<file path="config.mk">
export PLATFORM = sky130hd
export DESIGN_NAME = board_scanner
export DESIGN_NICKNAME = d
export VERILOG_FILES = /design/src/rtl/board_scanner_pkg.sv /design/src/rtl/board_scanner_square_decoder.sv /design/src/rtl/board_scanner.sv
export SDC_FILE = /design/constraint.sdc
export NUM_CORES = 1
export LEC_CHECK = 0
export CELL_PAD_IN_SITES_DETAIL_PLACEMENT = 0
export CELL_PAD_IN_SITES_GLOBAL_PLACEMENT = 1
export CORE_ASPECT_RATIO = 1.1
export CORE_UTILIZATION = 42
export DETAILED_ROUTE_END_ITERATION = 10
export GPL_TIMING_DRIVEN = 0
export HOLD_SLACK_MARGIN = 0.06
export MAX_ROUTING_LAYER = met4
export PLACE_DENSITY_LB_ADDON = 0.1
export SLEW_MARGIN = 30
export SYNTH_ARGS = -nofsm -noshare
export SYNTH_HDL_FRONTEND = slang
export SYNTH_HIERARCHICAL = 1
export SYNTH_SLANG_ARGS = --single-unit
export TNS_END_PERCENT = 20
</file>
<file path="constraint.sdc">
create_clock -name clk -period 4.95 [get_ports clk]
set_clock_uncertainty 0.1 [all_clocks]
set_input_delay 0.7425 -clock clk [delete_from_list [all_inputs] [get_ports clk]]
set_output_delay 0.7425 -clock clk [all_outputs]
set_load 0.02 [all_outputs]
</file>
<file path="src/rtl/board_scanner_pkg.sv">
// Shared chess constants: square-code piece types, move-side one-hot encodings,
// colours and the scanner FSM state codes.
package board_scanner_pkg;

    localparam int NUM_SQ = 64;
    localparam int CODE_W = 6;
    localparam int IDX_W  = 6;
    localparam int CNT_W  = 5;

    localparam logic [4:0] T_EMPTY  = 5'b00000;
    localparam logic [4:0] T_PAWN   = 5'b00010;
    localparam logic [4:0] T_KNIGHT = 5'b00001;
    localparam logic [4:0] T_KING   = 5'b00100;
    localparam logic [4:0] T_QUEEN  = 5'b11000;
    localparam logic [4:0] T_ROOK   = 5'b10000;
    localparam logic [4:0] T_BISHOP = 5'b01000;

    localparam logic [5:0] OH_PAWN   = 6'b000001;
    localparam logic [5:0] OH_ROOK   = 6'b000010;
    localparam logic [5:0] OH_KNIGHT = 6'b000100;
    localparam logic [5:0] OH_BISHOP = 6'b001000;
    localparam logic [5:0] OH_QUEEN  = 6'b010000;
    localparam logic [5:0] OH_KING   = 6'b100000;

    localparam logic WHITE = 1'b0;
    localparam logic BLACK = 1'b1;

    localparam logic [CODE_W-1:0] EMPTY_CODE = 6'b000000;

    localparam logic [1:0] S_IDLE = 2'd0;
    localparam logic [1:0] S_SCAN = 2'd1;
    localparam logic [1:0] S_EMIT = 2'd2;
    localparam logic [1:0] S_DONE = 2'd3;

    // Zero for both the empty type and any code that is not a real piece.
    function automatic logic [5:0] type_onehot(input logic [4:0] t);
        logic [5:0] oh;
        case (t)
            T_PAWN:   oh = OH_PAWN;
            T_ROOK:   oh = OH_ROOK;
            T_KNIGHT: oh = OH_KNIGHT;
            T_BISHOP: oh = OH_BISHOP;
            T_QUEEN:  oh = OH_QUEEN;
            T_KING:   oh = OH_KING;
            default:  oh = 6'b000000;
        endcase
        return oh;
    endfunction

endpackage

</file>
<file path="src/rtl/board_scanner_square_decoder.sv">
// Combinational decode of one square code into match/empty/illegal flags and
// the move-side one-hot piece type.
module square_decoder
    import board_scanner_pkg::*;
(
    input  logic [CODE_W-1:0] code,
    input  logic              color,
    output logic              match,
    output logic              empty,
    output logic              illegal,
    output logic [5:0]        onehot
);

    logic [5:0] w_onehot;
    logic       w_empty;
    logic       w_illegal;

    assign w_onehot  = type_onehot(code[4:0]);
    // The colour bit is ignored on an empty square.
    assign w_empty   = (code[4:0] == T_EMPTY);
    assign w_illegal = !w_empty && (w_onehot == 6'b000000);

    assign empty   = w_empty;
    assign illegal = w_illegal;
    assign onehot  = w_onehot;
    assign match   = !w_empty && !w_illegal && (code[5] == color);

endmodule

</file>
<file path="src/rtl/board_scanner.sv">
// Snapshots the 64-square board on start and streams one descriptor per piece
// of the requested colour (one-hot square, one-hot type, index) over valid/ready.
module board_scanner
    import board_scanner_pkg::*;
(
    input  logic                      clk,
    input  logic                      rst_n,
    input  logic                      start,
    input  logic                      clear,
    input  logic                      color_type,
    input  logic [NUM_SQ*CODE_W-1:0]  board_flat,
    output logic                      piece_valid,
    input  logic                      piece_ready,
    output logic [NUM_SQ-1:0]         position_out,
    output logic [5:0]                piece_out,
    output logic [IDX_W-1:0]          square_idx,
    output logic                      busy,
    output logic                      done,
    output logic [CNT_W-1:0]          piece_count,
    output logic                      code_err
);

    logic [1:0]                r_state;
    logic [NUM_SQ*CODE_W-1:0]  r_snap;
    logic                      r_color;
    logic [IDX_W-1:0]          r_idx;
    logic [CNT_W-1:0]          r_count;
    logic                      r_err;
    logic                      r_valid;
    logic [NUM_SQ-1:0]         r_pos;
    logic [5:0]                r_piece;
    logic [IDX_W-1:0]          r_sqidx;
    logic                      r_busy;
    logic                      r_done;

    logic [CODE_W-1:0]         w_code;
    logic                      w_match;
    logic                      w_empty;
    logic                      w_illegal;
    logic [5:0]                w_onehot;
    logic                      w_last;
    logic [CNT_W-1:0]          w_count_inc;

    assign w_code      = r_snap[int'(r_idx)*CODE_W +: CODE_W];
    assign w_last      = (r_idx == IDX_W'(NUM_SQ - 1));
    assign w_count_inc = (r_count == {CNT_W{1'b1}}) ? r_count : r_count + 1'b1;

    square_decoder u_dec (
        .code    (w_code),
        .color   (r_color),
        .match   (w_match),
        .empty   (w_empty),
        .illegal (w_illegal),
        .onehot  (w_onehot)
    );

    always_ff @(posedge clk or negedge rst_n) begin
        if (!rst_n) begin
            r_state <= S_IDLE;
            r_snap  <= '0;
            r_color <= 1'b0;
            r_idx   <= '0;
            r_count <= '0;
            r_err   <= 1'b0;
            r_valid <= 1'b0;
            r_pos   <= '0;
            r_piece <= '0;
            r_sqidx <= '0;
            r_busy  <= 1'b0;
            r_done  <= 1'b0;
        end else if (clear) begin
            // Abort keeps the count and error flag of the interrupted scan.
            r_state <= S_IDLE;
            r_valid <= 1'b0;
            r_pos   <= '0;
            r_piece <= '0;
            r_sqidx <= '0;
            r_busy  <= 1'b0;
            r_done  <= 1'b0;
        end else begin
            case (r_state)
                S_IDLE: begin
                    if (start) begin
                        r_snap  <= board_flat;
                        r_color <= color_type;
                        r_idx   <= '0;
                        r_count <= '0;
                        r_err   <= 1'b0;
                        r_busy  <= 1'b1;
                        r_state <= S_SCAN;
                    end
                end
                S_SCAN: begin
                    if (w_match) begin
                        r_valid <= 1'b1;
                        r_pos   <= NUM_SQ'(1) << r_idx;
                        r_piece <= w_onehot;
                        r_sqidx <= r_idx;
                        r_state <= S_EMIT;
                    end else begin
                        if (w_illegal)
                            r_err <= 1'b1;
                        if (w_last) begin
                            r_busy  <= 1'b0;
                            r_done  <= 1'b1;
                            r_state <= S_DONE;
                        end else begin
                            r_idx <= r_idx + 1'b1;
                        end
                    end
                end
                S_EMIT: begin
                    // Descriptor stays put until the consumer takes it.
                    if (piece_ready) begin
                        r_valid <= 1'b0;
                        r_pos   <= '0;
                        r_piece <= '0;
                        r_sqidx <= '0;
                        r_count <= w_count_inc;
                        if (w_last) begin
                            r_busy  <= 1'b0;
                            r_done  <= 1'b1;
                            r_state <= S_DONE;
                        end else begin
                            r_idx   <= r_idx + 1'b1;
                            r_state <= S_SCAN;
                        end
                    end
                end
                S_DONE: begin
                    r_done  <= 1'b0;
                    r_state <= S_IDLE;
                end
                default: r_state <= S_IDLE;
            endcase
        end
    end

    assign piece_valid  = r_valid;
    assign position_out = r_pos;
    assign piece_out    = r_piece;
    assign square_idx   = r_sqidx;
    assign busy         = r_busy;
    assign done         = r_done;
    assign piece_count  = r_count;
    assign code_err     = r_err;

endmodule
</file>
Word-level counts from Yosys, hierarchy flattened --
Cells that the tools add are included.
Operators by class: reduce and logical (&&, ||, !) cells 22, add/sub/neg operators 2, eq/ne operators 22, div/mod/pow operators 0, shift operators 2, $lt $le $gt $ge 0, mux-type cells 47, bitwise logic cells 1, multipliers 1
Operators by type and width (number):
- 384-bit by 10-bit indexed part select with 6-bit output | 1
- 64-bit 2-to-1 mux | 3
- 64-bit case mux with 2 select lines | 1
- 1-bit by 6-bit << shifter with 64-bit output (first input constant) | 1
- 6-bit 2-to-1 mux | 9
- 6-bit case mux with 6 select lines | 1
- 6-bit case mux with 2 select lines | 2
- 6-bit case mux with 3 select lines | 1
- 5-bit equality test (second input constant) | 3
- 1-bit 2-to-1 mux | 15
- 5-bit 2-to-1 mux | 3
- 5-bit AND reduction | 3
- 2-bit 2-to-1 mux | 6
- 3-bit AND reduction | 4
- 5-bit case mux with 2 select lines | 1
- 3-bit inequality test (second input constant) | 3
- 6-bit by 2-bit multiplier with 8-bit output (second input constant) | 1
- 2-bit inequality test (second input constant) | 4
- 2-bit case mux with 4 select lines | 1
- 4-bit nonzero test | 2
- 6-bit by 1-bit adder with 6-bit output (second input constant) | 1
- 6-bit equality test (second input constant) | 1
- 6-bit logical NOT | 1
- 1-bit case mux with 3 select lines | 2
- 20 further kinds | 27
Storage, ports and cells: bits in registers 478, ROM bits 0, latch bits 0, bits of input ports 390, logic and storage cells 109, memories kept 0, bits in writable memories 0, output and inout bits 85

Depth between registers and ports, before layout --
Gate-level depths: netlist of run 1.
depth in word-level cells 12, depth in mapped cells 19

Modules after synthesis --
Netlist of run 1, hierarchy kept.
Modules (own cells, without submodules):
- board_scanner | sequential area each 11961.5 sq um, instances 1, area each 21221.6 sq um, cells an instance 1421
- square_decoder | sequential area each 0.0 sq um, instances 1, area each 127.6 sq um, cells an instance 21

Least setup slack after synthesis of run 1 --
Ideal clock, no wire load.
kind reg2reg, start point reg r_idx[0], end point reg r_idx[4], buffers on the path 3, arrival time 3.754 ns, period minus slack after synthesis 3.932 ns, cell stages (with the launch flop) 17, library setup time 0.077 ns, setup slack 1.018 ns, data required time 4.773 ns, cells stage by stage dfrtp_1 > buf_6 > buf_6 > buf_4 > mux4_2 > a22oi_1 > nand2_1 > a32oi_1 > o21ai_1 > or3_4 > and3_1 > o31a_1 > nand2_1 > nor4b_2 > nand2_1 > or3_1 > a21oi_1
On the way: word-level cells in the longest chain between the ends 11, elaborated cells on any way between the ends 25, classes of those cells add/sub: 1; mul: 1; eq/ne: 9; shift: 1; mux: 5; reduce/logical: 8
RTL lines:
- start: declaration | line board_scanner.sv:26 | logic [IDX_W-1:0] r_idx;
- start signal: assignment | line board_scanner.sv:108 | r_idx <= r_idx + 1'b1;
- start signal: assignment | line board_scanner.sv:125 | r_idx <= r_idx + 1'b1;
- 6-bit by 2-bit multiplier with 8-bit output (*) | line board_scanner.sv:44 | assign w_code = r_snap[int'(r_idx)*CODE_W +: CODE_W];
- 384-bit by 10-bit indexed part select with 6-bit output (*) | line board_scanner.sv:44
- via w_code[3] | line board_scanner.sv:36 | logic [CODE_W-1:0] w_code;
- 5-bit by 3-bit equality test with 1-bit output, or another cell as far along | line board_scanner_pkg.sv:38 | case (t)
- 6-bit case mux with 6 select lines | line board_scanner_pkg.sv:38
- 6-bit logical NOT | line board_scanner_square_decoder.sv:21 | assign w_illegal = !w_empty && (w_onehot == 6'b000000);
- 1-bit logical AND | line board_scanner_square_decoder.sv:21
- 1-bit logical NOT | line board_scanner_square_decoder.sv:26 | assign match = !w_empty && !w_illegal && (code[5] == color);
- 1-bit logical AND (*) (2 in a row) | line board_scanner_square_decoder.sv:26
- via w_match | line board_scanner.sv:37 | logic w_match;
- 2-bit inequality test (no line) (*)
- 5-bit AND reduction (no line) (*)
The timed path passes the listed nets; every way through them passes the cells marked *. The select of a mux whose other input is x is not followed. A chain may end at the register's enable or synchronous reset.

Worst setup path after layout of run 1 --
start point reg r_idx[1], end point reg r_idx[4]
The elaborated chain is that of the path after synthesis.

==> results of run 1 <==
==> critical path: cells and delay by family, from the launching register on <==
kind / cells / cell delay, ns
AOI/OAI and AO/OA: 5 / 1.20
buffers and inverters: 2 / 0.71
DFF: 1 / 0.52
muxes: 1 / 0.34
and+or+nand+nor: 7 / 1.75
==> placed cells by master, fill, tap and decap left out, types with 15 or more instances in the layout <==
cell / instances
clkbuf_1: 35
nor2_1: 23
buf_2: 44
mux4_2: 89
dfrtp_1: 478
a22oi_1: 30
mux2i_1: 21
clkbuf_16: 53
a21oi_1: 15
nand2_1: 68
o21ai_0: 24
o21ai_1: 15
clkdlybuf4s50_1: 472
a22o_1: 43
diode_2: 25
mux2_2: 385
==> what timing repair did <==
| action | CTS | global route |
|---|---|---|
| gates resized for setup | 27 | 17 |
| hold endpoints to repair | 27 | 0 |
| hold buffers | 1 | 0 |
| setup endpoints to repair | 83 | 76 |
| gates cloned | 0 | 0 |
==> final cells by class <==
| cell class | instances | area, um^2 |
|---|---|---|
| clock inverters | 16 | 130 |
| diodes | 25 | 62.6 |
| well taps | 660 | 826 |
| clock buffers | 77 | 1530 |
| flip-flops and latches | 478 | 12000 |
| multi-input cells | 855 | 8910 |
| fillers | 4240 | 21200 |
| plain buffers | 98 | 586 |
| repair buffers | 480 | 4910 |
| inverters | 10 | 37.5 |
==> power breakdown <==
part | leakage (nW) | switching [mW] | internal, mW | total [mW]
Combinational | 5.24 | 2.50 | 3.05 | 5.55
Sequential | 5.82 | 0.822 | 5.54 | 6.37
Clock | 0.831 | 1.58 | 2.22 | 3.80
==> path summary, 6_finish.rpt <==
check,endpoint,slack (ns),depth (start not counted)
max in group asynchronous,r_snap[124],3.06,4
min reg2reg,position_out[45],0.38,2
max reg2reg,r_idx[4],0.22,15
min in group asynchronous,r_snap[312],0.50,2
max,r_idx[4],0.22,15
min,position_out[45],0.38,2
==> routing by layer <==
layer  routed length, um  part of all wire  vias to the layer above
met2               34200              0.49                      471
met5                   0                 0                        -
met4                2170             0.031                        0
li1                    -                 -                     6465
met3                5010             0.072                      115
met1               28600              0.41                     7579
==> sequential cells by signal (all words and copies together) (netlist names) <==
signal and count:
square_idx 6, done 1, busy 1, piece_count 5, r_color 1, r_state 2, r_snap 384, code_err 1
piece_out 6, position_out 64, piece_valid 1, r_idx 6
==> results.sh, run 1 <==
export IMPL_antenna_found_initial=25
export IMPL_setup_ws_ns=0.221
export IMPL_netlist_instances=1441
export IMPL_end_kind="flip-flop"
export IMPL_fin_util=0.577
export IMPL_stdcell_count=2699
export IMPL_status="completed"
export IMPL_crit_chain="buf_4 > clkbuf_4 > mux4_2 > a22oi_1 > nand2_1 > a22oi_2 > o31ai_2 > or3_4 > and3_1 > o31a_1 > nand2_1 > nor4b_4 > nand2_2 > or3_1 > a21oi_1"
export IMPL_critical_path_most_common_cell="nand2_1"
export IMPL_numCtsBuffers=51
export IMPL_vias=14600
export IMPL_cts_root_buf="clkbuf_16"
export IMPL_grtUsageMet2=0.450
export IMPL_grt_util_met1=0.353
export IMPL_crit_start="r_idx[1]"
export IMPL_drt_iter0_drc=903
export IMPL_hold_start="position_out[45]"
export IMPL_met3_usage=0.0742
export IMPL_synth_nets=1844
export IMPL_start_kind="flip-flop"
export IMPL_cts_tree="built"
export IMPL_rsz0062_at_grt="no"
export IMPL_yosysWarnings=6
export IMPL_r2r_start="r_idx[1]"
export IMPL_setup_violations=0
export IMPL_maxCapViolations=0
export IMPL_grt_pass1_vias=15700
export IMPL_num_io_pins=475
export IMPL_cpPeakStageDelay_ns=0.52
export IMPL_drive_gt1_frac=0.327
export IMPL_leakage_nw=11.9
export IMPL_overflow=0
export IMPL_fin_crit_ns=4.73
export IMPL_die_width_um=217
export IMPL_grt_usage=0.283
export IMPL_post_route_period_util=0.955
export IMPL_critPathSlowestCell="dfrtp_1"
export IMPL_dieArea_um2=51700
export IMPL_finalWirelength_um=69900
export IMPL_crit_required_ns=5.36
export IMPL_dp_cells=2580
export IMPL_start_util=0.426
export IMPL_clkTransAtPathRegs_ns=0.06
export IMPL_clockBufferDepth=3
export IMPL_hold_path_class="flip-flop to flip-flop"
export IMPL_total_power_mw=15.7
export IMPL_routed_via_density=5.42
export IMPL_crit_type="flip-flop to flip-flop"
export IMPL_worstMarginPinSlew_ns=0.833
export IMPL_ir_worst_vdd_mv=0.298
export IMPL_port_buffers=473
export IMPL_h_tree_depth=2
export IMPL_routedWlPerCell_um=25.9
export IMPL_slew_viol_final=0
export IMPL_grt_busiest_layer="met2"
export IMPL_hold_violations=0
export IMPL_core_area_um2=50100
export IMPL_power_density_nw_per_um2=543
export IMPL_gp_congestion=0.853
export IMPL_cts_sinks=478
export IMPL_max_clock_freq_mhz=211
export IMPL_final_nets=2377
export IMPL_dieHeight_um=238
export IMPL_final_cell_area_um2=29000
export IMPL_cts_setup_buffers=0
export IMPL_clk_latency_ns=0.60
export IMPL_ant_nets=0
export IMPL_drt_first_pass_iters=4
export IMPL_syn_area_um2=21300
export IMPL_post_place_ws_ns=-0.823
export IMPL_dpl_instance_area_um2=27100
export IMPL_hold_ws_ns=0.376
export IMPL_avgSynthCellArea_um2=14.8
export IMPL_grt_max_degree=88
export IMPL_tns_ns=0
export IMPL_crit_arrival_ns=5.14
export IMPL_drc_errors=0
export IMPL_max_slew_margin=0.445
export IMPL_row_count=86
export IMPL_cp_max_fo=10
export IMPL_syn_to_final_growth_pct=35.7
export IMPL_grt_pass1_wl_um=102000
export IMPL_hpwl_um=53300
Power figures use the tool's default switching activity.
==> inputs of run 2 (changes only) <==
--- a/config.mk
+++ b/config.mk
@@ -5,6 +5,7 @@
 export SDC_FILE = /design/constraint.sdc
 export NUM_CORES = 1
 export LEC_CHECK = 0
+export ABC_AREA = 0
 export CELL_PAD_IN_SITES_DETAIL_PLACEMENT = 0
 export CELL_PAD_IN_SITES_GLOBAL_PLACEMENT = 1
 export CORE_ASPECT_RATIO = 1.1
==> results of run 2 <==
The final DEF is identical to that of run 1; final timing and power are the same.
==> RTL edit (config.mk and constraints of run 1) <==
`NUM_SQ`: 64 -> 96.
--- a/src/rtl/board_scanner_pkg.sv
+++ b/src/rtl/board_scanner_pkg.sv
@@ -4,3 +4,3 @@
 
-    localparam int NUM_SQ = 64;
+    localparam int NUM_SQ = 96;
     localparam int CODE_W = 6;
Ports: changed (resized board_flat and position_out); port bits go from 475 to 699. The function was not compared with the original's and may differ.
==> RTL edit against run 1 <==
Sequential cell count unchanged. Global-route usage down 0.12 points. Power up 5.6%. Largest power group unchanged. Largest cell class unchanged. Via count down 0.12%. Synthesized area up 0.78%. Combinational power up 11%. Cell area up 1.4%. Sequential share of layout area down 0.59 points. Routed wire length up 0.91%. Setup slack worse by 0.015 ns. Non-clock buffer count up 32.
==> RTL edit: results (changes against run 1) <==
dpl ws=-0.784 ns (+0.0386 ns); Starting DRT DRC Count=740 (-18%); Placed Area=27400 um^2 (+1.0%); post-synthesis average cell area=14.9 um^2 (+0.92%); via count of the first global-routing pass=15556 (-1.1%); RD Place Congestion=0.804 (-5.7%); crit-path max FO=10 (unchanged); WL met3=4.19 mm (-16%); LEAKAGE=12.2 nW (+2.4%); Skew-Pair Late Insertion Delay=0.60 ns (about the same); clock group power=0.00404 W (+6.3%); Yosys warnings=6 (unchanged); comb pwr=0.00616 W (+11%); grt met2 use=45.8% (+0.75 points); antenna violations before repair=26 (+4.0%); Power Total=0.0166 W (+5.6%); clk slew on worst S/H paths=about 0.070 ns; vias=14613 (-0.12%); largest reg by FF count=r_snap; H-tree depth=2 (unchanged); Worst slew margin=45.9% (+1.4 points); status=completed; critical path arrival=5.16 ns (+0.02 ns); PortBufs=473 (unchanged); routed wl met2=35.3 mm (+3.1%); share of cells above drive strength 1=34.4% (+1.7 points); Overall Global Routing Usage=28.2% (-0.12 points); Largest register FFs=384 (unchanged); CTS root buffer=clkbuf_16; met1 Use GR=34.6% (-0.64 points); first-pass GRT wire length=103 mm (+0.29%); largest net degree at the start of global routing=84 (-4.5%); met1 wire length=29.2 mm (+2.4%); VDD IR max=0.319 mV (+7.0%); fill count=4170 (-1.7%); GR Layer Usage met3=7.00% (-0.42 points); Finished Layout Cells=2730 (+1.1%); CTS Buf Count=52 (+2.0%); first drt pass iteration count=5 (+1); DP Wirelength=54.0 mm (+1.2%); worst min path class=flip-flop to flip-flop; fin util=58.3% (+0.58 points); dpl cells=2609 (+1.1%); internal power=0.0114 W (+5.0%); final wirelength=70.6 mm (+0.91%); Max Used Layer=met4
## RTL edit: cell count changes in the layout (fill, tap and decap cells not counted), moves of 6 or more
cell / run 1 / this run
clkinv_2: 14 / 7
mux4_2: 89 / 102
buf_4: 9 / 40
o21ai_1: 15 / 4
o21ai_0: 24 / 34
conb_1: 0 / 32
a22oi_1: 30 / 6
a21oi_1: 15 / 4
mux2i_1: 21 / 9
nor2b_1: 12 / 6
## RTL edit: final cells by class
class	count	area, um^2	area share (%)
inverters	8	30.0	0.102
flip-flops and latches	478	12000	40.7
plain buffers	128	797	2.71
clock inverters	19	289	0.984
multi-input cells	856	8990	30.6
well taps	660	826	2.81
diodes	26	65.1	0.221
repair buffers	482	4940	16.8
clock buffers	73	1470	5.01
## RTL edit: path summary, 6_finish.rpt
path	slack, ns	depth (start not counted)	to	start
max in group asynchronous	2.68	5	r_snap[324]	rst_n
worst min-delay path	0.38	2	position_out[25]	position_out[25]
worst min register to register	0.38	2	position_out[25]	position_out[25]
worst max register to register	0.21	16	position_out[8]	r_idx[1]
worst max-delay path	0.21	16	position_out[8]	r_idx[1]
min in group asynchronous	0.63	2	r_snap[76]	rst_n
## RTL edit: worst max-delay path: stages, from the launching register on
cell and delay [ns]:
dfrtp_1 0.41, buf_2 0.32, buf_4 0.28, buf_6 0.27, inv_2 0.23, mux2i_1 0.33
mux2i_1 0.15, o221ai_2 0.29, o21ai_2 0.16, or3_4 0.38, nor3_2 0.19, o31a_1 0.22
nand2_1 0.14, nor3_4 0.36, nand2_2 0.19, or3_4 0.44, o21ai_0 0.17
## RTL edit: repair_timing
item	4_1_cts	5_1_grt
endpoints found under the setup margin	83	72
setup buffers	0	2
hold buffers	1	0
cloned	0	0
gates resized for setup	23	27
hold endpoints to repair	20	0
pin swaps	0	2
